`src/rtl/fp_mac_pkg.sv`:
```
// Shared definitions for the FP16 multiply-accumulate sequencer and its datapath.
package fp_mac_pkg;

   typedef enum logic [1:0] {IDLE, ISSUE, DRAIN, DONE} state_t;

   // Must track the number of MAC datapath stages.
   localparam int PIPE_LAT_DEF = 4;

   localparam int FP16_SIG_W = 11;
   localparam int FP16_EXP_W = 5;

endpackage

```
`src/rtl/fp_mac_drain_timer.sv`:
```
// Loadable down-counter that pulses expired on the cycle its count reaches zero.
module fp_mac_drain_timer #(
   parameter int CNT_W = 3
) (
   input  logic             clock,
   input  logic             reset,
   input  logic             load,
   input  logic             cancel,
   input  logic [CNT_W-1:0] load_val,
   output logic             expired
);

   logic [CNT_W-1:0] cnt;
   logic             running;

   assign expired = running && (cnt == '0);

   always_ff @(posedge clock) begin
      if (reset) begin
         cnt     <= '0;
         running <= 1'b0;
      end else if (cancel) begin
         cnt     <= '0;
         running <= 1'b0;
      end else if (load) begin
         cnt     <= load_val;
         running <= 1'b1;
      end else if (expired) begin
         running <= 1'b0;
      end else if (running) begin
         cnt <= cnt - CNT_W'(1);
      end
   end

endmodule

```
`src/rtl/fp_mac_sequencer.sv`:
```
// Issues one dot-product job into the FP16 MAC pipeline and hands back the result.
module fp_mac_sequencer
   import fp_mac_pkg::*;
#(
   parameter int ADDR_W   = 8,
   parameter int LEN_W    = 8,
   parameter int PIPE_LAT = PIPE_LAT_DEF
) (
   input  logic              clock,
   input  logic              reset,
   input  logic              start,
   input  logic [ADDR_W-1:0] base_addr,
   input  logic [LEN_W-1:0]  length,
   input  logic              abort,
   input  logic              hold,
   output logic              op_rd_en,
   output logic [ADDR_W-1:0] op_addr,
   output logic              mac_in_valid,
   output logic              mac_acc_clear,
   output logic              mac_in_last,
   output logic              busy,
   output logic              res_valid,
   input  logic              res_ready,
   output logic              res_empty,
   output logic [LEN_W-1:0]  res_count
);

   localparam int DRAIN_W = $clog2(PIPE_LAT + 1);

   state_t           state, state_nx;
   logic [LEN_W-1:0] len_q;
   logic [LEN_W-1:0] index;
   logic             last_issue;
   logic             drain_load;
   logic             drain_exp;

   assign last_issue = (index == len_q - LEN_W'(1));
   assign busy       = (state != IDLE);
   assign res_valid  = (state == DONE);

   // Loading PIPE_LAT-1 when the last read issues puts res_valid PIPE_LAT+1 cycles after it.
   fp_mac_drain_timer #(.CNT_W(DRAIN_W)) u_drain (
      .clock    (clock),
      .reset    (reset),
      .load     (drain_load),
      .cancel   (abort),
      .load_val (DRAIN_W'(PIPE_LAT - 1)),
      .expired  (drain_exp)
   );

   always_comb begin
      state_nx   = state;
      op_rd_en   = 1'b0;
      drain_load = 1'b0;
      case (state)
         IDLE: begin
            if (start) state_nx = (length == '0) ? DONE : ISSUE;
         end
         ISSUE: begin
            if (abort) begin
               state_nx = IDLE;
            end else if (!hold) begin
               op_rd_en = 1'b1;
               if (last_issue) begin
                  state_nx   = DRAIN;
                  drain_load = 1'b1;
               end
            end
         end
         DRAIN: begin
            if (abort)          state_nx = IDLE;
            else if (drain_exp) state_nx = DONE;
         end
         DONE: begin
            if (res_ready || abort) state_nx = IDLE;
         end
         default: state_nx = IDLE;
      endcase
   end

   always_ff @(posedge clock) begin
      if (reset) begin
         state         <= IDLE;
         len_q         <= '0;
         index         <= '0;
         op_addr       <= '0;
         mac_in_valid  <= 1'b0;
         mac_acc_clear <= 1'b0;
         mac_in_last   <= 1'b0;
         res_empty     <= 1'b0;
         res_count     <= '0;
      end else begin
         state         <= state_nx;
         mac_in_valid  <= op_rd_en;
         mac_acc_clear <= op_rd_en && (index == '0);
         mac_in_last   <= op_rd_en && last_issue;
         case (state)
            IDLE: begin
               if (start) begin
                  len_q     <= length;
                  index     <= '0;
                  op_addr   <= base_addr;
                  res_empty <= (length == '0);
               end
            end
            ISSUE: begin
               if (op_rd_en) begin
                  index   <= index + LEN_W'(1);
                  op_addr <= op_addr + ADDR_W'(1);
               end
            end
            DRAIN: begin
               if (state_nx == DONE) res_count <= len_q;
            end
            DONE: begin
               if (state_nx == IDLE) begin
                  res_empty <= 1'b0;
                  res_count <= '0;
               end
            end
            default: ;
         endcase
      end
   end

endmodule
```
`config.mk`:
```
export PLATFORM = sky130hd
export DESIGN_NAME = fp_mac_sequencer
export DESIGN_NICKNAME = d
export VERILOG_FILES = /design/src/rtl/fp_mac_pkg.sv /design/src/rtl/fp_mac_drain_timer.sv /design/src/rtl/fp_mac_sequencer.sv
export SDC_FILE = /design/constraint.sdc
export NUM_CORES = 1
export LEC_CHECK = 0
export ABC_AREA = 1
export CORE_MARGIN = 2
export CORE_UTILIZATION = 46
export DETAILED_ROUTE_END_ITERATION = 16
export HOLD_SLACK_MARGIN = 0.05
export PLACE_DENSITY = 0.76
export SKIP_LAST_GASP = 1
export SYNTH_ARGS = -nofsm -noshare
export SYNTH_HDL_FRONTEND = slang
export SYNTH_SLANG_ARGS = --single-unit
```
`constraint.sdc`:
```
create_clock -name clock -period 1.5 [get_ports clock]
set_input_delay 0.15 -clock clock [delete_from_list [all_inputs] [get_ports clock]]
set_output_delay 0.15 -clock clock [all_outputs]
set_load 0.1 [all_outputs]
```
==> After elaboration in Yosys (flattened, before gate mapping) <==
Cells that the tools add are included.
Widths: inputs -> output; s select.
{ "totals": {"regBits": 42} }
{ "classes": {"n_addsub": 4, "eq_ne": 10, "n_mux": 33, "bitwise": 1, "reduce_logical": 23} }
{ "op_table": {"columns": ["op", "n"], "rows": [
  ["$mux 8", 6],
  ["$pmux 8 s2", 3],
  ["$mux 2", 11],
  ["$add 8x1->8 const B", 2],
  ["$logic_not 8->1", 2],
  ["$reduce_bool 2->1", 6],
  ["$mux 1", 11],
  ["$reduce_and 3->1", 3],
  ["$eq 8x8->1", 1],
  ["$ne 2x2->1 const B", 4],
  ["$pmux 2 s4", 1],
  ["$sub 8x1->8 const B", 1],
  ["$eq 2x2->1 const B", 3],
  ["$reduce_and 2->1", 3],
  ["$logic_not 2->1", 2],
  ["$logic_and 1x1->1", 3],
  ["$logic_not 3->1", 1],
  ["$reduce_or 3->1", 1],
  ["$sub 3x1->3 const B", 1],
  ["$eq 2x1->1 const B", 1],
  ["$ne 2x1->1 const B", 1],
  ["$pmux 1 s2", 1],
  ["$reduce_or 2->1", 1],
  ["$logic_or 1x1->1", 1],
  ["$not 1->1", 1]
]} }

==> Logic depth before layout (Yosys ltp) <==
Gate-level depths: netlist (run 1).
{ "depth": {"word_depth": 9, "ltp_mapped": 14} }

==> Cells and area by module <==
Synthesis (run 1) repeated with hierarchy kept, for this count alone.
{ "unflattened": {"hier_cells": 329, "hier_area_um2": 2285.9} }
{ "by_module_without_submodules": {"columns": ["mod", "instances", "cells_per_inst", "area_per_inst_um2"], "rows": [
  ["fp_mac_sequencer", 1, 288, 2026.9],
  ["fp_mac_drain_timer", 1, 41, 259.0]
]} }

==> Worst setup path after synthesis (run 1) <==
OpenSTA, ideal clock, no wires.
{ "synth_path": {"path_type": "reg2reg", "from": "reg op_addr[0]", "to": "reg op_addr[6]", "arrival_ns": 1.936, "required_ns": 1.369, "setup_slack_ns": -0.567, "path_stages_with_launch": 6, "n_path_buf": 0, "cell_sequence": "dfxtp_1 ha_1 nand3_1 o21ai_0 o2111ai_1 nor3b_1"} }
{ "synth_via": {"elab_chain_cells": 3} }
{ "synth_lines": {"columns": ["element", "line", "source"], "rows": [
  ["start, declared", "fp_mac_sequencer.sv:17", "output logic [ADDR_W-1:0] op_addr,"],
  ["start signal, assigned", "fp_mac_sequencer.sv:102", "op_addr <= base_addr;"],
  ["start signal, assigned", "fp_mac_sequencer.sv:109", "op_addr <= op_addr + ADDR_W'(1);"],
  ["$add 8x1->8", "fp_mac_sequencer.sv:109", null],
  ["$mux 8", "fp_mac_sequencer.sv:107", "if (op_rd_en) begin"],
  ["$pmux 8 s2", "fp_mac_sequencer.sv:97", "case (state)"]
]} }
Every way passes these cells. The select of a mux whose other input is x is not followed.
A chain may end at the register's enable or synchronous reset.

==> Worst setup path after layout (run 1) <==
{ "layout_path": {"from": "reg len_q[1]", "to": "reg state[1]"} }
{ "layout_via": {"elab_chain_cells": 6} }
{ "layout_lines": {"columns": ["element", "line", "source"], "rows": [
  ["start, declared", "fp_mac_sequencer.sv:31", "logic [LEN_W-1:0] len_q;"],
  ["start signal, assigned", "fp_mac_sequencer.sv:100", "len_q <= length;"],
  ["$sub 8x1->8", "fp_mac_sequencer.sv:37", "assign last_issue = (index == len_q - LEN_W'(1));"],
  ["$eq 8x8->1", "fp_mac_sequencer.sv:37", null],
  ["$mux 2", "fp_mac_sequencer.sv:64", "if (last_issue) begin"],
  ["$mux 2", "fp_mac_sequencer.sv:62", "end else if (!hold) begin"],
  ["$mux 2", "fp_mac_sequencer.sv:60", "if (abort) begin"],
  ["$pmux 2 s4", "fp_mac_sequencer.sv:55", "case (state)"],
  ["end signal, assigned", "fp_mac_sequencer.sv:93", "state <= state_nx;"],
  ["end, declared", "fp_mac_sequencer.sv:30", "state_t state, state_nx;"]
]} }
Every way passes these cells.

==> reports/results.ini, run 1 <==
[status]
status = finished, violations left
violations = setup timing

[critical_path]
r2r_slack_ps = -60
cp_top_family = simple AND/OR/NAND/NOR gates
critPathKind = reg2reg
crit_chain = inv_2, ha_4, nand3_4, nor2_2, nand2_1, nand2_1, nand2_2, nor2_4, nand3_2, nand3_1, nand2_1, inv_1
crit_buf_inv = 2
crit_start = len_q[1]$_SDFFE_PP0P_
critPathArrivalTime_ps = 1790
end_kind = flip-flop
cp_slowest_cell = dfxtp_2
cp_max_fo = 5
required_ps = 1730
cp.depth = 12
max_stage_delay_ps = 340
rr_worst_depth = 12
reg2reg_from = len_q[1]$_SDFFE_PP0P_
r2r-end = state[1]$_SDFF_PP0_
crit_path_start_kind = flip-flop
crit_path_frequent_cell = nand2_1

[cts]
clk_pin_slew_ps = 80
clk_latency_ps = 300
cts_buffers = 5
h-tree-depth = 2
root_buffer = clkbuf_8
ctsHoldBuffers = 0
cts_tree = built
cts.sinks = 42
clock_path_buffers = 2

[min_path]
hold_end = op_addr[1]$_SDFFE_PP0P_
hp-start = base_addr[1]
min_path_type = in2reg
holdPathStages = 3

[timing]
rsz0062_at_grt = yes
hold_viol_final = 0
worst_slack_ps = -55.6
setup_violations = 7
fin_crit_sh_pct = 104
worst_hold_slack_ps = 414
slew_viol_final = 0
slew_headroom_pct = 63.5
layout_min_cycle_time_ps = 1560
tightestPinTransition_ps = 548
fmax_mhz = 643
fin_skew_ps = 6.71

[die]
core_area_mm2 = 0.00469
io_pins = 45
die_area_mm2 = 0.00543
die_w_um = 73.7
dieHeight_um = 73.7
fp-row-count = 25
initial_utilization_pct = 47.6

[route]
drtPass1Iterations = 4
wl_per_cell_um = 13.5
drc = 0
detail-route-antenna-nets = 0
first_iter_violations = 172
wl_um = 5980
vias_per_cell = 5.30
vias = 2344

[pwr]
p_per_area_mw_per_mm2 = 803
leakage_nw = 1.48
ir_worst_vdd_mv = 0.767
total_power_mw = 2.76

[job]
drv_cap = 0

[global_routing]
grt_max_degree = 22
grt_pass1_vias = 2235
grt_overflow = 0
antenna_found_initial = 0
grt_pass1_wl_um = 9710
grtUsageTotal_pct = 22.9

[final_layout]
final_core_util_pct = 73.3
layout-drive-gt1-share_pct = 31.7
seq_area_um2 = 872
final_nets = 415
syn2layout_area_growth_pct = 54.1
diodes = 0
layout.cells.non_filler = 442
fill_cells = 345
multi_input_area_mm2 = 0.00132

[placement]
place_hpwl_um = 4210
preCtsSetupSlack_ps = -178
post-place-cells = 427
numPortBuffers = 44
gp_congestion = 0.837

[synthesis]
synth_cell_types = 30
syn_inst = 311
synth_area_per_cell_um2 = 7.18
ys_seq_area_share_pct = 37.6
ys_seq_elements = 42
syn_nets = 339
syn_area_mm2 = 0.00223
yosysWarnings = 0

[cell usage after synthesis]
cell | count | area (um^2)
nand2_4 | 2 | 22.5
nor3_1 | 4 | 20.0
nand3_1 | 21 | 105
nor2_4 | 3 | 33.8
dfxtp_1 | 42 | 841
nor2_2 | 1 | 6.26
nand4_1 | 3 | 18.8
nand2_2 | 4 | 25.0
o21ai_0 | 30 | 150
xnor2_1 | 6 | 52.6
nand2_1 | 48 | 180
nor4_1 | 2 | 12.5
ha_1 | 6 | 75.1
nor3_2 | 2 | 20.0
nand4_4 | 1 | 21.3
inv_1 | 43 | 161
nor2_1 | 35 | 131
a31oi_1 | 6 | 37.5
a21oi_1 | 28 | 140
o2111ai_1 | 1 | 8.76
buf_6 | 1 | 11.3
nor3b_1 | 2 | 15.0
xor2_1 | 3 | 26.3
inv_2 | 3 | 11.3
a211oi_1 | 5 | 37.5
o31ai_2 | 1 | 12.5
mux2_2 | 1 | 11.3
and3_1 | 1 | 6.26
clkbuf_1 | 5 | 18.8
nand2_8 | 1 | 20.0
[flip-flops by register name (all words and copies together) (netlist names)]
signal / cells
index: 8
len_q: 8
op_addr: 8
res_count: 8
u_drain.cnt: 3
state: 2
mac_acc_clear: 1
mac_in_last: 1
mac_in_valid: 1
res_empty: 1
u_drain.running: 1
[layer usage]
| layer | global-route usage (%) | up-vias | share of wire [%] |
|---|---|---|---|
| met1 | 28.4 | 1091 | 42 |
| li1 | - | 1173 | - |
| met4 | 5.66 | 0 | 0.97 |
| met3 | 5.35 | 7 | 6.0 |
| met5 | 0 | - | 0 |
| met2 | 40.0 | 73 | 51 |
[final cells by class]
cell class              instances  share of cell area (%)
flip-flops and latches         42                    25.3
well taps                      54                    1.96
clock inverters                 2                   0.291
clock buffers                   6                    2.11
repair buffers                 74                    26.5
inverters                      46                    5.38
multi-input cells             218                    38.4
[cell usage in the layout, fill, tap and decap left out, drive strengths merged, types with 21 or more instances in the layout]
cell and instances:
buf 53, nand3 21, dfxtp 42, a21oi 28, nand2 56, inv 44
nor2 39, o21ai 30, clkdlybuf4s50 21
[worst register-to-register path: stages (launching register included)]
cell	delay, ps
dfxtp_2	340
inv_2	80
ha_4	160
nand3_4	80
nor2_2	120
nand2_1	80
nand2_1	80
nand2_2	70
nor2_4	130
nand3_2	140
nand3_1	90
nand2_1	50
inv_1	70
[worst max-delay path by stage]
stage	slack, ps	end
6_report	-60	state[1]$_SDFF_PP0_
3_5_place_dp	-180	state[0]$_SDFF_PP0_
5_1_grt	-200	state[1]$_SDFF_PP0_
3_3_place_gp	-120	state[0]$_SDFF_PP0_
4_1_cts	-7	state[0]$_SDFF_PP0_
2_1_floorplan	-140	state[1]$_SDFF_PP0_
[cell families (layout without fill, tap and decap cells)]
family          after synthesis  in the layout  synth area share (%)
simple gates                130            131                  28.6
compound gates               71             71                  17.3
buf+inv                      52            128                  9.08
flops                        42             42                  37.6
xor+xnor                      9              9                  3.53
fa+ha+maj                     6              6                  3.36
mux                           1              1                 0.504
[what timing repair did]
action	CTS	global route
setup buffers	2	4
resized for setup	16	26
gates cloned	0	1
pin swaps	7	15
setup endpoints to repair	8	18
[power breakdown]
part | switching (mW) | internal (mW)
clock | 0.394 | 0.323
combinational | 0.476 | 0.340
sequential | 0.0657 | 1.16
total | 0.935 | 1.83
[metrics by stage]
step                cell area, um^2  TNS, ps
finish                         3440     -185
global route                   3440    -1400
CTS                            3320    -6.82
detailed placement             3170    -1550
global placement               3170     -893
floorplan                      2280    -1380
Power figures use the tool's default switching activity.
==> run 2: changes to the inputs <==
--- a/config.mk
+++ b/config.mk
@@ -6,10 +6,10 @@
 export NUM_CORES = 1
 export LEC_CHECK = 0
 export ABC_AREA = 1
+export CAP_MARGIN = 5
 export CORE_MARGIN = 2
 export CORE_UTILIZATION = 46
 export DETAILED_ROUTE_END_ITERATION = 16
-export HOLD_SLACK_MARGIN = 0.05
 export PLACE_DENSITY = 0.76
 export SKIP_LAST_GASP = 1
 export SYNTH_ARGS = -nofsm -noshare
==> results of run 2 <==
Final layout, timing and power as in run 1 (identical DEF).
==> run 3: changes to the inputs <==
--- a/config.mk
+++ b/config.mk
@@ -10,6 +10,7 @@
 export CORE_MARGIN = 2
 export CORE_UTILIZATION = 46
 export DETAILED_ROUTE_END_ITERATION = 16
+export MAX_ROUTING_LAYER = met4
 export PLACE_DENSITY = 0.76
 export SKIP_LAST_GASP = 1
 export SYNTH_ARGS = -nofsm -noshare
==> constraint.sdc (replaced) <==
create_clock -name clock -period 1.5 [get_ports clock]
set_input_delay 0.3 -clock clock [delete_from_list [all_inputs] [get_ports clock]]
set_output_delay 0.3 -clock clock [all_outputs]
set_load 0.1 [all_outputs]
==> reports/results.ini, run 3 (same netlist as run 1, synthesis figures left out) <==
[status]
status = finished, violations left  ; unchanged
violations = setup timing  ; unchanged

[final_layout]
syn2layout_area_growth_pct = 66.9  ; was 54.1%
fill_cells = 272  ; was 345
seq_area_um2 = 870  ; was 872 um^2
final_cell_mix = nand2_1 (42), buf_4 (40), inv_1 (31), nor2_1 (29), dfxtp_1 (29)  ; was nand2_1 (41), inv_1 (33), nor2_1 (29), dfxtp_1 (29)
final_nets = 435  ; was 415
diodes = 0  ; unchanged
multi_input_area_mm2 = 0.00140  ; was 0.00132 mm^2
final_common_cell = nand2_1  ; unchanged
layout-drive-gt1-share_pct = 38.7  ; was 31.7%

[global_routing]
grt_pass1_vias = 2192  ; was 2235
grt_pass1_wl_um = 9690  ; was 9710 um
grt_max_degree = 22  ; unchanged
grtUsageTotal_pct = 23.5  ; was 22.9%
antenna_found_initial = 0  ; unchanged
grt_overflow = 0  ; unchanged

[critical_path]
end_kind = flip-flop  ; unchanged
cp_slowest_cell = dfxtp_2  ; unchanged
cp_top_family = simple AND/OR/NAND/NOR gates  ; unchanged
cp_max_fo = 4  ; was 5
critPathArrivalTime_ps = 1930  ; was 1790 ps
required_ps = 1710  ; was 1730 ps
crit_path_start_kind = flip-flop  ; unchanged
crit_chain = inv_2, ha_4, inv_1, nand2_1, nand3_1, nand2_1, inv_1, nand3_2, nor2_4, nand3_2, nand2_2, nand3_2, nand2_1, inv_1  ; was inv_2, ha_4, nand3_4, nor2_2, nand2_1, nand2_1, nand2_2, nor2_4, nand3_2, nand3_1, nand2_1, inv_1
critPathKind = reg2reg  ; unchanged
max_stage_delay_ps = 350  ; was 340 ps
crit_buf_inv = 4  ; was 2

[cts]
cts_buffers = 5  ; unchanged
clk_pin_slew_ps = 90  ; was 80 ps
cts_tree = built  ; unchanged
clock_path_buffers = 2  ; unchanged
cts.sinks = 42  ; unchanged
clk_latency_ps = 310  ; was 300 ps
h-tree-depth = 2  ; unchanged
root_buffer = clkbuf_8  ; unchanged
ctsHoldBuffers = 0  ; unchanged

[timing]
layout_min_cycle_time_ps = 1720  ; was 1560 ps
hold_viol_final = 0  ; unchanged
fin_crit_sh_pct = 114  ; was 104%
worst_slack_ps = -217  ; was -55.6 ps
setup_violations = 19  ; was 7
slew_viol_final = 0  ; unchanged
fin_skew_ps = 12.5  ; was 6.71 ps
tightestPinTransition_ps = 630  ; was 548 ps
worst_hold_slack_ps = 519  ; was 414 ps
rsz0062_at_grt = yes  ; unchanged
slew_headroom_pct = 58.0  ; was 63.5%
fmax_mhz = 582  ; was 643 MHz

[die]
core_area_mm2 = 0.00469  ; unchanged
io_pins = 45  ; unchanged
die_area_mm2 = 0.00543  ; unchanged
die_w_um = 73.7  ; unchanged
dieHeight_um = 73.7  ; unchanged
initial_utilization_pct = 47.6  ; unchanged
fp-row-count = 25  ; unchanged

[placement]
gp_congestion = 0.880  ; was 0.837
preCtsSetupSlack_ps = -223  ; was -178 ps
place_hpwl_um = 4210  ; about the same
numPortBuffers = 44  ; unchanged

[job]
drv_cap = 0  ; unchanged

[route]
wl_per_cell_um = 16.7  ; was 13.5 um
drtPass1Iterations = 5  ; was 4
first_iter_violations = 210  ; was 172
vias_per_cell = 5.61  ; was 5.30
drc = 0  ; unchanged
wl_um = 7730  ; was 5980 um
detail-route-antenna-nets = 0  ; unchanged
vias = 2592  ; was 2344

[pwr]
ir_worst_vdd_mv = 0.766  ; was 0.767 mV
leakage_nw = 1.61  ; was 1.48 nW
p_per_area_mw_per_mm2 = 782  ; was 803 mW/mm^2

[min_path]
min_path_type = reg2reg  ; was in2reg

-- run 3: changes by cell type in the layout (fill, tap and decap cells not counted), moves of 2 or more --
cell | previous run | this run
nor3_2 | 2 | 4
a21oi_2 | 0 | 7
buf_6 | 1 | 9
inv_1 | 33 | 31
nor3_1 | 4 | 2
buf_4 | 28 | 40
nand2_2 | 9 | 7
a21oi_1 | 28 | 21
-- run 3: layout make-up --
| cell class | count | area share, % |
|---|---|---|
| clock buffer | 5 | 1.85 |
| multi-input combinational | 217 | 37.4 |
| timing repair buffer | 95 | 29.8 |
| sequential | 42 | 23.3 |
| inverter | 46 | 5.24 |
| tap | 54 | 1.81 |
| clock inverter | 3 | 0.537 |
-- run 3: per-layer routing --
| layer | part of all wire (%) | vias up | GRT usage (%) |
|---|---|---|---|
| li1 | - | 1217 | - |
| met1 | 40 | 1231 | 28.7 |
| met2 | 51 | 118 | 39.9 |
| met3 | 5.1 | 26 | 3.98 |
| met4 | 4.0 | 0 | 6.67 |
| met5 | 0 | - | - |
-- run 3: what timing repair did --
item | CTS | global route
endpoints found under the setup margin | 9 | 37
gates cloned | 0 | 1
resized for setup | 16 | 59
buffers inserted | 4 | 14
pin swaps | 3 | 26
-- run 3: worst paths after layout --
kind                                 to  slack, ps                   from  cells past startpoint
setup / recovery    state[0]$_SDFF_PP0_       -220  len_q[1]$_SDFFE_PP0P_                     14
hold / removal    len_q[6]$_SDFFE_PP0P_        520  len_q[6]$_SDFFE_PP0P_                      2
setup reg to reg    state[0]$_SDFF_PP0_       -220  len_q[1]$_SDFFE_PP0P_                     14
hold reg to reg   len_q[6]$_SDFFE_PP0P_        520  len_q[6]$_SDFFE_PP0P_                      2
-- run 3: report_power, final --
group,internal (mW),switching [mW]
Combinational,0.392,0.526
Sequential,1.16,0.0686
Clock,0.329,0.435
-- run 3: stage by stage --
stage	total power, mW	TNS, ps	cell area (um^2)	utilization [%]	std cells
5_1_grt	3.01	-2870	3730	79.4	462
2_1_floorplan	1.68	-1380	2280	-	311
4_1_cts	2.78	-346	3400	72.5	447
3_5_place_dp	2.00	-5670	3230	68.9	435
6_report	2.91	-1250	3730	79.4	462
3_3_place_gp	1.99	-3930	3230	68.9	435
-- run 3: worst register-to-register path: stages, from the launching register on --
cell and delay [ps]:
dfxtp_2 350, inv_2 50, ha_4 180, inv_1 100, nand2_1 80, nand3_1 90
nand2_1 60, inv_1 60, nand3_2 90, nor2_4 170, nand3_2 120, nand2_2 90
nand3_2 70, nand2_1 60, inv_1 50
